[config.mk]
export PLATFORM = sky130hd
export DESIGN_NAME = serial_prog_loader
export DESIGN_NICKNAME = d
export VERILOG_FILES = /design/src/rtl/serial_prog_loader.sv
export SDC_FILE = /design/constraint.sdc
export NUM_CORES = 1
export LEC_CHECK = 0
export ABC_CLOCK_PERIOD_IN_PS = 2900
export CAP_MARGIN = 0
export CORE_ASPECT_RATIO = 1.2
export CORE_MARGIN = 2
export CORE_UTILIZATION = 25
export CTS_CLUSTER_SIZE = 24
export DETAILED_ROUTE_END_ITERATION = 10
export PLACE_DENSITY_LB_ADDON = 0.2
export SYNTH_ARGS = -nofsm -noshare
export SYNTH_HDL_FRONTEND = slang
export SYNTH_SLANG_ARGS = --single-unit
[constraint.sdc]
create_clock -name clk -period 2.9 [get_ports clk]
set_clock_uncertainty 0.2 [all_clocks]
set_input_delay 0.58 -clock clk [delete_from_list [all_inputs] [get_ports clk]]
set_output_delay 0.58 -clock clk [all_outputs]
set_load 0.05 [all_outputs]
[src/rtl/serial_prog_loader.sv]
// Framed byte-stream program loader (SYNC, START, COUNT, payload [, CHK with SERIAL_PROG_LOADER_CHECKSUM_EN]) driving a RAM write port.
// Latency: payload byte -> ram_we one cycle later; no backpressure, every rx_valid byte is consumed.
module serial_prog_loader #(
  parameter int                    ADDR_WIDTH = 4,
  parameter int                    DATA_WIDTH = 8,
  parameter logic [DATA_WIDTH-1:0] SYNC_BYTE  = 8'hA5
) (
  input  logic                  clk,
  input  logic                  reset,
  input  logic [DATA_WIDTH-1:0] rx_data,
  input  logic                  rx_valid,
  output logic                  ram_we,
  output logic [ADDR_WIDTH-1:0] ram_addr,
  output logic [DATA_WIDTH-1:0] ram_wdata,
  output logic                  cpu_hold,
  output logic                  busy,
  output logic                  load_done,
  output logic                  load_error
);

  localparam int DEPTH = 2 ** ADDR_WIDTH;
  localparam int CW    = DATA_WIDTH + 1;

  typedef enum logic [2:0] {
    ST_IDLE,
    ST_START,
    ST_COUNT,
    ST_DATA,
    ST_CHK
  } state_t;

  state_t                state_q;
  logic [ADDR_WIDTH-1:0] start_q;
  logic [ADDR_WIDTH:0]   cnt_q;
  logic [ADDR_WIDTH-1:0] idx_q;
  logic                  ram_we_q;
  logic [ADDR_WIDTH-1:0] ram_addr_q;
  logic [DATA_WIDTH-1:0] ram_wdata_q;
  logic                  cpu_hold_q;
  logic                  busy_q;
  logic                  load_done_q;
  logic                  load_error_q;
`ifdef SERIAL_PROG_LOADER_CHECKSUM_EN
  logic [DATA_WIDTH-1:0] sum_q;
  logic [DATA_WIDTH-1:0] chk_total_d;
`endif

  logic [CW-1:0]         span_end_d;
  logic                  start_bad_d;
  logic                  count_bad_d;
  logic                  last_byte_d;
  logic [ADDR_WIDTH-1:0] wr_addr_d;

  // Range check on the whole frame up front, so the write address can never wrap.
  always_comb begin
    span_end_d  = CW'(start_q) + {1'b0, rx_data};
    start_bad_d = |rx_data[DATA_WIDTH-1:ADDR_WIDTH];
    count_bad_d = (rx_data == '0) || (span_end_d > CW'(DEPTH));
    last_byte_d = (({1'b0, idx_q} + {{ADDR_WIDTH{1'b0}}, 1'b1}) == cnt_q);
    wr_addr_d   = start_q + idx_q;
  end

`ifdef SERIAL_PROG_LOADER_CHECKSUM_EN
  assign chk_total_d = sum_q + rx_data;
`endif

  always_ff @(posedge clk) begin
    if (reset) begin
      state_q      <= ST_IDLE;
      start_q      <= '0;
      cnt_q        <= '0;
      idx_q        <= '0;
      ram_we_q     <= 1'b0;
      ram_addr_q   <= '0;
      ram_wdata_q  <= '0;
      cpu_hold_q   <= 1'b0;
      busy_q       <= 1'b0;
      load_done_q  <= 1'b0;
      load_error_q <= 1'b0;
`ifdef SERIAL_PROG_LOADER_CHECKSUM_EN
      sum_q        <= '0;
`endif
    end else begin
      ram_we_q    <= 1'b0;
      load_done_q <= 1'b0;
      if (rx_valid) begin
        case (state_q)
          ST_IDLE: begin
            if (rx_data == SYNC_BYTE) begin
              state_q      <= ST_START;
              busy_q       <= 1'b1;
              cpu_hold_q   <= 1'b1;
              load_error_q <= 1'b0;
            end
          end
          ST_START: begin
            if (start_bad_d) begin
              state_q      <= ST_IDLE;
              busy_q       <= 1'b0;
              load_error_q <= 1'b1;
            end else begin
              start_q <= rx_data[ADDR_WIDTH-1:0];
              state_q <= ST_COUNT;
            end
          end
          ST_COUNT: begin
            if (count_bad_d) begin
              state_q      <= ST_IDLE;
              busy_q       <= 1'b0;
              load_error_q <= 1'b1;
            end else begin
              cnt_q   <= rx_data[ADDR_WIDTH:0];
              idx_q   <= '0;
              state_q <= ST_DATA;
`ifdef SERIAL_PROG_LOADER_CHECKSUM_EN
              sum_q   <= '0;
`endif
            end
          end
          ST_DATA: begin
            // SYNC_BYTE inside the payload is ordinary data.
            ram_we_q    <= 1'b1;
            ram_addr_q  <= wr_addr_d;
            ram_wdata_q <= rx_data;
            idx_q       <= idx_q + 1'b1;
`ifdef SERIAL_PROG_LOADER_CHECKSUM_EN
            sum_q       <= sum_q + rx_data;
            if (last_byte_d) begin
              state_q <= ST_CHK;
            end
`else
            if (last_byte_d) begin
              state_q     <= ST_IDLE;
              busy_q      <= 1'b0;
              load_done_q <= 1'b1;
              cpu_hold_q  <= 1'b0;
            end
`endif
          end
`ifdef SERIAL_PROG_LOADER_CHECKSUM_EN
          ST_CHK: begin
            state_q <= ST_IDLE;
            busy_q  <= 1'b0;
            if (chk_total_d == '0) begin
              load_done_q <= 1'b1;
              cpu_hold_q  <= 1'b0;
            end else begin
              load_error_q <= 1'b1;
            end
          end
`endif
          default: begin
            state_q <= ST_IDLE;
            busy_q  <= 1'b0;
          end
        endcase
      end
    end
  end

  assign ram_we     = ram_we_q;
  assign ram_addr   = ram_addr_q;
  assign ram_wdata  = ram_wdata_q;
  assign cpu_hold   = cpu_hold_q;
  assign busy       = busy_q;
  assign load_done  = load_done_q;
  assign load_error = load_error_q;

endmodule

==> results of run 1 <==
[area by class of cell]
class	instances	area share [%]
clock buffers	6	3.00
clock inverters	2	1.45
inverters	9	1.40
multi-input cells	158	44.5
flip-flops and latches	32	26.5
well taps	87	4.50
repair buffers	48	18.6
[power by group through the flow]
stage	combinational, µW	clock [µW]	sequential, µW
after floorplan	24.5	0	458
after global placement	74.2	0	453
after detailed placement	74.5	0	453
after CTS	74.6	438	442
after global routing	81.9	458	442
final	75.2	424	442
[sequential cells by signal, summed over array words and instances (netlist names)]
name        flops
cpu_hold        1
load_done       1
cnt_q           5
state_q         2
start_q         4
idx_q           4
ram_addr        4
ram_we          1
ram_wdata       8
load_error      1
busy            1
[stage by stage]
| stage | util [%] | instances | power [µW] | cell area [µm²] | setup slack, ns |
|---|---|---|---|---|---|
| floorplan | - | 211 | 483 | 1780 | 0.106 |
| global placement | 33.0 | 333 | 527 | 2260 | -0.253 |
| detailed placement | 33.0 | 333 | 527 | 2260 | -0.302 |
| CTS | 34.6 | 341 | 955 | 2370 | 0.0238 |
| global route | 35.3 | 342 | 982 | 2420 | 0.117 |
| finish | 35.3 | 342 | 942 | 2420 | 0.214 |
[cell usage in the layout (no fill, tap or decap), types with 2 or more instances in the layout]
master	n
ha_4	2
o2111ai_1	3
o21ai_0	4
o21ai_1	2
xnor2_1	6
nor2_1	11
o311ai_1	2
nand4bb_1	2
dfxtp_1	32
a211oi_1	3
nand3_1	9
nor3_1	4
and3_1	3
o41ai_1	4
mux2i_1	5
xor2_1	3
ha_1	9
a21oi_1	25
inv_1	9
nor4b_1	2
nand2_1	33
a21o_1	2
nand4_1	2
dlymetal6s2s_1	4
buf_4	20
clkbuf_8	5
clkdlybuf4s50_1	23
[what timing repair did]
action                     4_1_cts  5_1_grt
setup buffers                    0        1
setup endpoints to repair        1        9
resized for setup                1        7
hold buffers                     0        0
pin swaps                        0        5
[worst min path at each step]
| stage | from | end | slack (ns) |
|---|---|---|---|
| floorplan | start_q[0]$_SDFFE_PP0P_ | start_q[0]$_SDFFE_PP0P_ | 0.26 |
| global placement | ram_addr[2]$_SDFFE_PP0P_ | ram_addr[2]$_SDFFE_PP0P_ | 0.24 |
| detailed placement | ram_addr[2]$_SDFFE_PP0P_ | ram_addr[2]$_SDFFE_PP0P_ | 0.25 |
| CTS | ram_addr[2]$_SDFFE_PP0P_ | ram_addr[2]$_SDFFE_PP0P_ | 0.26 |
| global route | ram_wdata[2]$_SDFFE_PP0P_ | ram_wdata[2]$_SDFFE_PP0P_ | 0.28 |
| finish | ram_addr[2]$_SDFFE_PP0P_ | ram_addr[2]$_SDFFE_PP0P_ | 0.25 |
[routing by layer]
| metal | global-route usage (%) | vias up | share of wire (%) |
|---|---|---|---|
| li1 | - | 845 | - |
| met1 | 16.3 | 781 | 44 |
| met2 | 25.6 | 21 | 52 |
| met3 | 2.35 | 6 | 1.9 |
| met4 | 5.51 | 0 | 1.6 |
| met5 | 0 | - | 0 |
[worst min-delay path: stages, from the launching register on]
cell     delay [ns]
dfxtp_1        0.31
nand2_1        0.05
a21oi_1        0.05
[kinds of logic (layout without fill, tap and decap cells)]
group | after synthesis | count (layout) | synth area share [%]
compound gates | 52 | 52 | 18.6
simple gates | 78 | 78 | 22.4
fa+ha+maj | 14 | 14 | 10.7
xor+xnor | 9 | 9 | 4.44
mux | 5 | 5 | 2.82
flops | 32 | 32 | 36.1
buf+inv | 21 | 65 | 4.93
==> impl_results.md, run 1 <==
* Root Driver: clkbuf_8
* Syn-to-layout area delta at 36.2%
* Crit end category: flop
* Net Sw Power at approximately 210 µW
* Most common cell in the synthesized netlist: nand2_1
* Wire per inst at 14.3 µm
* Register area at 641 µm²
* Drt pass-1 iters at 4
* Reg2reg end: idx_q[2]$_SDFFE_PP0P_
* Cell Rows at 33
* CP cell instances: clkdlybuf4s50_1 > or4_4 > o211a_1 > nand4_1 > a21oi_2 > buf_12 > or4b_1 > nand3_1
* Seq/Total Area, Yosys at 36.1%
* Area taken by multi-input logic gates at about 1100 µm²
* Synth top area share at between 30% and 40%
* Drt total wl at 4.89 mm
* LEAKAGE at ~0.0009 µW
* Final setup TNS at 0 ns
* Die Wd at 80.9 µm
* Worst reg-to-reg setup slack at 0.39 ns
* Setup violations, final at 0
* Post-route clock period utilization at 92.6%
* CORE AREA at 6850 µm²
* Share of cells above drive strength 1 at 13.3%
* Max incr delay on CP at 0.50 ns
* Syn nets at 236
* Kind of critical path: in2reg
* Worst EP required at 2.92 ns
* Initial core utilization at ~26%
* Fin. Hold Viols at 0
* Crit path from: rx_data[4]
* Crit path to: idx_q[2]$_SDFFE_PP0P_
* Via count at 1653
* Worst slew pin tran at between 0.4 and 0.5 ns
* Mapped Area at between 1500 and 2000 µm²
* Async SR Flop Fraction at 0%
* First-pass GRT wire length at 8.25 mm
* Die H at between 90 and 100 µm
* CTS tree: done
* Yosys cell types at 45
* Fill cells at around 760
* Clk sinks at 32
* DIE AREA at 7790 µm²
* Initial antenna violation count at 0
* Post-synth EDFFs at 0
* CP max FO at 13
* Syn. warnings at 0
* Arrival time worst endpoint at 2.71 ns
* Slew margin rel. at 66.8%
* Final min period at 2.69 ns
* CTS Buf Count at 5
* Sw Share at 22.6%
* Unrepaired setup endpoints after global routing: false
* Top delay family on crit path: simple AND/OR/NAND/NOR gates
* Layout net count at 279
* Average cell area after synthesis at between 8 and 9 µm²
* Setup crit start kind: input pin
* Top FF cell, synth: dfxtp_1
* Status: finished clean
* Clk pin slew, worst setup/hold paths at 0.07 ns
* Final ANT Viol Nets at 0
* Cells after Synth at 211
* Total GRT Usage at between 10% and 20%
* Part of the power in registers at between 40 and 50%
* DRC at 0
* Pin count of the biggest net entering global routing at 15
* Dpl hpwl at 3.82 mm
* Worst r2r path cells at 10
* I/O Buffers at 27
* Fin Hold WS at 0.253 ns
* Int Pwr at around 730 µW
* Diodes inserted at 0
* Synth Register Bits at 32
* Fin. max-slew vios at 0
* Clk pwr share at 45.1%
* IO Pins at 28
* Hold Path Depth at 2
* Critical path depth at 8
* Pwr per Cell Area at 390 nW/µm²
* Max IR drop VDD at 243 µV
* Hold Crit Class: reg2reg
* Crit-path slowest cell: or4_4
* Worst-Skew Late Latency at between 0.2 and 0.3 ns
* Gpl congestion at approximately 0.8
* Starting DRT DRC Count at 91
* Area leader, netlist: dfxtp_1
* Logic pwr share at 8.0%
* R2r startpoint: start_q[0]$_SDFFE_PP0P_
* Fmax at 372 MHz
* CP bufs+invs at 2
* Global route overflow at 0
* Vias in the first global route at between 1500 and 2000
* Synth area leaders: dfxtp_1 36%, ha_1 8.5%, a21oi_1 7.0%
* Max-Cap Viols at 0
* DR vias/cell at roughly 4.8
* H-tree levels at 2
* Max Buffers Root-to-Sink at 2
* Post-synth top cells: 33 x nand2_1, 32 x dfxtp_1, 25 x a21oi_1
Power figures use the tool's default switching activity.
==> run 2: changes to the inputs <==
ABC_CLOCK_PERIOD_IN_PS = 2600   (was 2900)
SETUP_SLACK_MARGIN = 0.1   (was not set)
clock period = 2.6 ns   (was 2.9 ns; I/O delays follow)
==> impl_results.md, run 2 (synthesized netlist as in run 1, its figures left out) <==
* Vias in the first global route at 1626 (was 1687)
* Net Sw Power at 249 µW (was 213 µW)
* Max incr delay on CP at 0.39 ns (was 0.50 ns)
* Worst-Skew Late Latency at 0.29 ns (was 0.28 ns)
* Pwr per Cell Area at 424 nW/µm² (was 390 nW/µm²)
* Drt pass-1 iters at 4 (unchanged)
* Clk pwr share at 45.7% (was 45.1%)
* Wire per inst at 14.6 µm (was 14.3 µm)
* Root Driver: clkbuf_8 (unchanged)
* Commonest cells after routing, fill and taps aside: 33 x nand2_1, 31 x dfxtp_1, 27 x buf_4 (was 33 x nand2_1, 32 x dfxtp_1, 25 x a21oi_1)
* CTS tree: done (unchanged)
* Post-route clock period utilization at between 90% and 100%
* Diodes inserted at 0 (unchanged)
* Setup WS post-layout at 0.159 ns (was 0.214 ns)
* Hold Path Depth at 2 (unchanged)
* Sw Share at 23.5% (was 22.6%)
* Fin. max-slew vios at 0 (unchanged)
* LEAKAGE at 0.000915 µW (was 0.000893 µW)
* Worst hold endpoint: ram_addr[2]$_SDFFE_PP0P_ (unchanged)
* Hold path startpoint: ram_addr[2]$_SDFFE_PP0P_ (unchanged)
* Clk pin slew, worst setup/hold paths at 0.07 ns (about the same)
* Crit end category: flop (unchanged)
* Worst slew pin tran at 0.498 ns (was 0.497 ns)
* H-tree levels at 2 (unchanged)
* Drt total wl at 5.10 mm (was 4.89 mm)
* IO Pins at 28 (unchanged)
* Setup crit start kind: flop (was input pin)
* Placed cell areas at 2320 µm² (was 2260 µm²)
* R2r startpoint: start_q[0]$_SDFFE_PP0P_ (unchanged)
* Layout net count at 287 (was 279)
* Worst reg-to-reg setup slack at 0.16 ns (was 0.39 ns)
* Max reg flops at 8 (unchanged)
* Reg2reg end: cnt_q[0]$_SDFFE_PP0P_ (was idx_q[2]$_SDFFE_PP0P_)
* Max-Cap Viols at 0 (unchanged)
* Kind of critical path: reg2reg (was in2reg)
* I/O Buffers at 27 (unchanged)
* CTS Buf Count at 5 (unchanged)
* DRC at 0 (unchanged)
* Total GRT Usage at 13.8% (was 14.1%)
* CP bufs+invs at 1 (was 2)
* CP max FO at 7 (was 13)
* Unrepaired setup endpoints after global routing: true (was false)
* First-pass GRT wire length at 7.98 mm (was 8.25 mm)
* Final min period at 2.44 ns
* Fmax at around 410 MHz
* Worst EP required at 2.58 ns (was 2.92 ns)
* Syn-to-layout area delta at 40.6% (was 36.2%)
* Arrival time worst endpoint at 2.42 ns (was 2.71 ns)
* Fill cells at 731 (was 762)
* Pin count of the biggest net entering global routing at 23 (was 15)
* Setup violations, final at 0 (unchanged)
* Crit path from: start_q[0]$_SDFFE_PP0P_ (was rx_data[4])
* Dpl hpwl at 3.86 mm (was 3.82 mm)
* Clk sinks at 32 (unchanged)
* Crit-path slowest cell: or3b_4 (was or4_4)
* Place WS at -0.506 ns (was -0.302 ns)
* Final ANT Viol Nets at 0 (unchanged)
* Initial core utilization at 25.9% (unchanged)
* Die H at 96.3 µm (unchanged)
* Share of cells above drive strength 1 at 19.0% (was 13.3%)
* DIE AREA at 7790 µm² (unchanged)
* Cell Rows at 33 (unchanged)
* Fin. Hold Viols at 0 (unchanged)
* Starting DRT DRC Count at 86 (was 91)
* Int Pwr at 810 µW (was 729 µW)
* Most common cell after layout, fill and taps aside: nand2_1 (unchanged)
* Logic pwr share at 7.9% (was 8.0%)
* Initial antenna violation count at 0 (unchanged)
* DR vias/cell at 4.91 (was 4.83)
* Hold Crit Class: reg2reg (unchanged)
* Fin util at 36.4% (was 35.3%)
* Design area at 2500 µm² (was 2420 µm²)
* Max Buffers Root-to-Sink at 2 (unchanged)
* CTS Hold Buffers Added at 0 (unchanged)
* Worst r2r path cells at 9 (was 10)
* Part of the power in registers at 46.5% (was 47.0%)
* Max IR drop VDD at 170 µV (was 243 µV)
* Gpl congestion at 0.783 (was 0.796)
* CP cell instances: ha_4 > fa_2 > a21oi_2 > nor3_1 > or3b_4 > a21oi_4 > buf_12 > mux2i_1 > nor2_1 (was clkdlybuf4s50_1 > or4_4 > o211a_1 > nand4_1 > a21oi_2 > buf_12 > or4b_1 > nand3_1)
* CORE AREA at 6850 µm² (unchanged)
* Top delay family on crit path: adder cells (was simple AND/OR/NAND/NOR gates)
* Die Wd at 80.9 µm (unchanged)
* Via count at 1718 (was 1653)
* Slew margin rel. at 66.7% (was 66.8%)
* Global route overflow at 0 (unchanged)
* Status: finished clean (unchanged)
-- run 2: cell type report --
| class | instances | area (µm²) | area share [%] |
|---|---|---|---|
| Tap cell | 87 | 109 | 4.36 |
| Clock buffer | 6 | 72.6 | 2.91 |
| Timing Repair Buffer | 56 | 495 | 19.8 |
| Clock inverter | 2 | 35.0 | 1.40 |
| Multi-Input combinational cell | 158 | 1110 | 44.3 |
| Inverter | 9 | 33.8 | 1.35 |
| Sequential cell | 32 | 644 | 25.8 |
-- run 2: power groups by stage --
| stage | Sequential [µW] | Clock (µW) | Combinational, µW |
|---|---|---|---|
| 3_5_place_dp | 505 | 0 | 84.7 |
| 3_3_place_gp | 505 | 0 | 85.7 |
| 6_report | 492 | 483 | 83.4 |
| 2_1_floorplan | 511 | 0 | 27.7 |
| 5_1_grt | 492 | 511 | 89.4 |
| 4_1_cts | 493 | 492 | 84.3 |
-- run 2: tightest hold or removal path, delay by kind of cell (launching register included) --
family	cells	cell delay, ns
flip-flops	1	0.31
AO/OA/AOI/OAI	1	0.05
AND/OR/NAND/NOR	1	0.05
-- run 2: how the worst max path moves through the flow --
stage                                 end  slack (ns)  cells past startpoint
floorplan           cnt_q[0]$_SDFFE_PP0P_        0.05                      9
global placement    cnt_q[4]$_SDFFE_PP0P_       -0.48                     10
detailed placement  idx_q[2]$_SDFFE_PP0P_       -0.51                      9
CTS                 cnt_q[0]$_SDFFE_PP0P_        0.12                      9
global route        cnt_q[0]$_SDFFE_PP0P_        0.07                      9
finish              cnt_q[0]$_SDFFE_PP0P_        0.16                      9
-- run 2: what timing repair did --
action / 4_1_cts / 5_1_grt
pin swaps: 7 / 3
endpoints found under the setup margin: 13 / 8
cloned: 1 / 0
gates resized for setup: 25 / 5
buffers inserted: 2 / 1
-- run 2: metal layers --
metal / vias to the layer above / track usage (%) / part of all wire (%)
li1: 866 / - / -
met2: 31 / 24.9 / 51
met5: - / 0 / 0
met3: 8 / 2.72 / 3.4
met4: 0 / 5.51 / 1.5
met1: 813 / 15.7 / 44
-- run 2: through the flow --
step	power, µW	hold slack, ns	std cells	setup TNS (ns)
after floorplan	539	0.257	211	0
after global placement	590	0.240	338	-5.88
after detailed placement	589	0.249	338	-5.90
after CTS	1070	0.259	349	0
after global routing	1090	0.276	350	0
final	1060	0.252	350	0
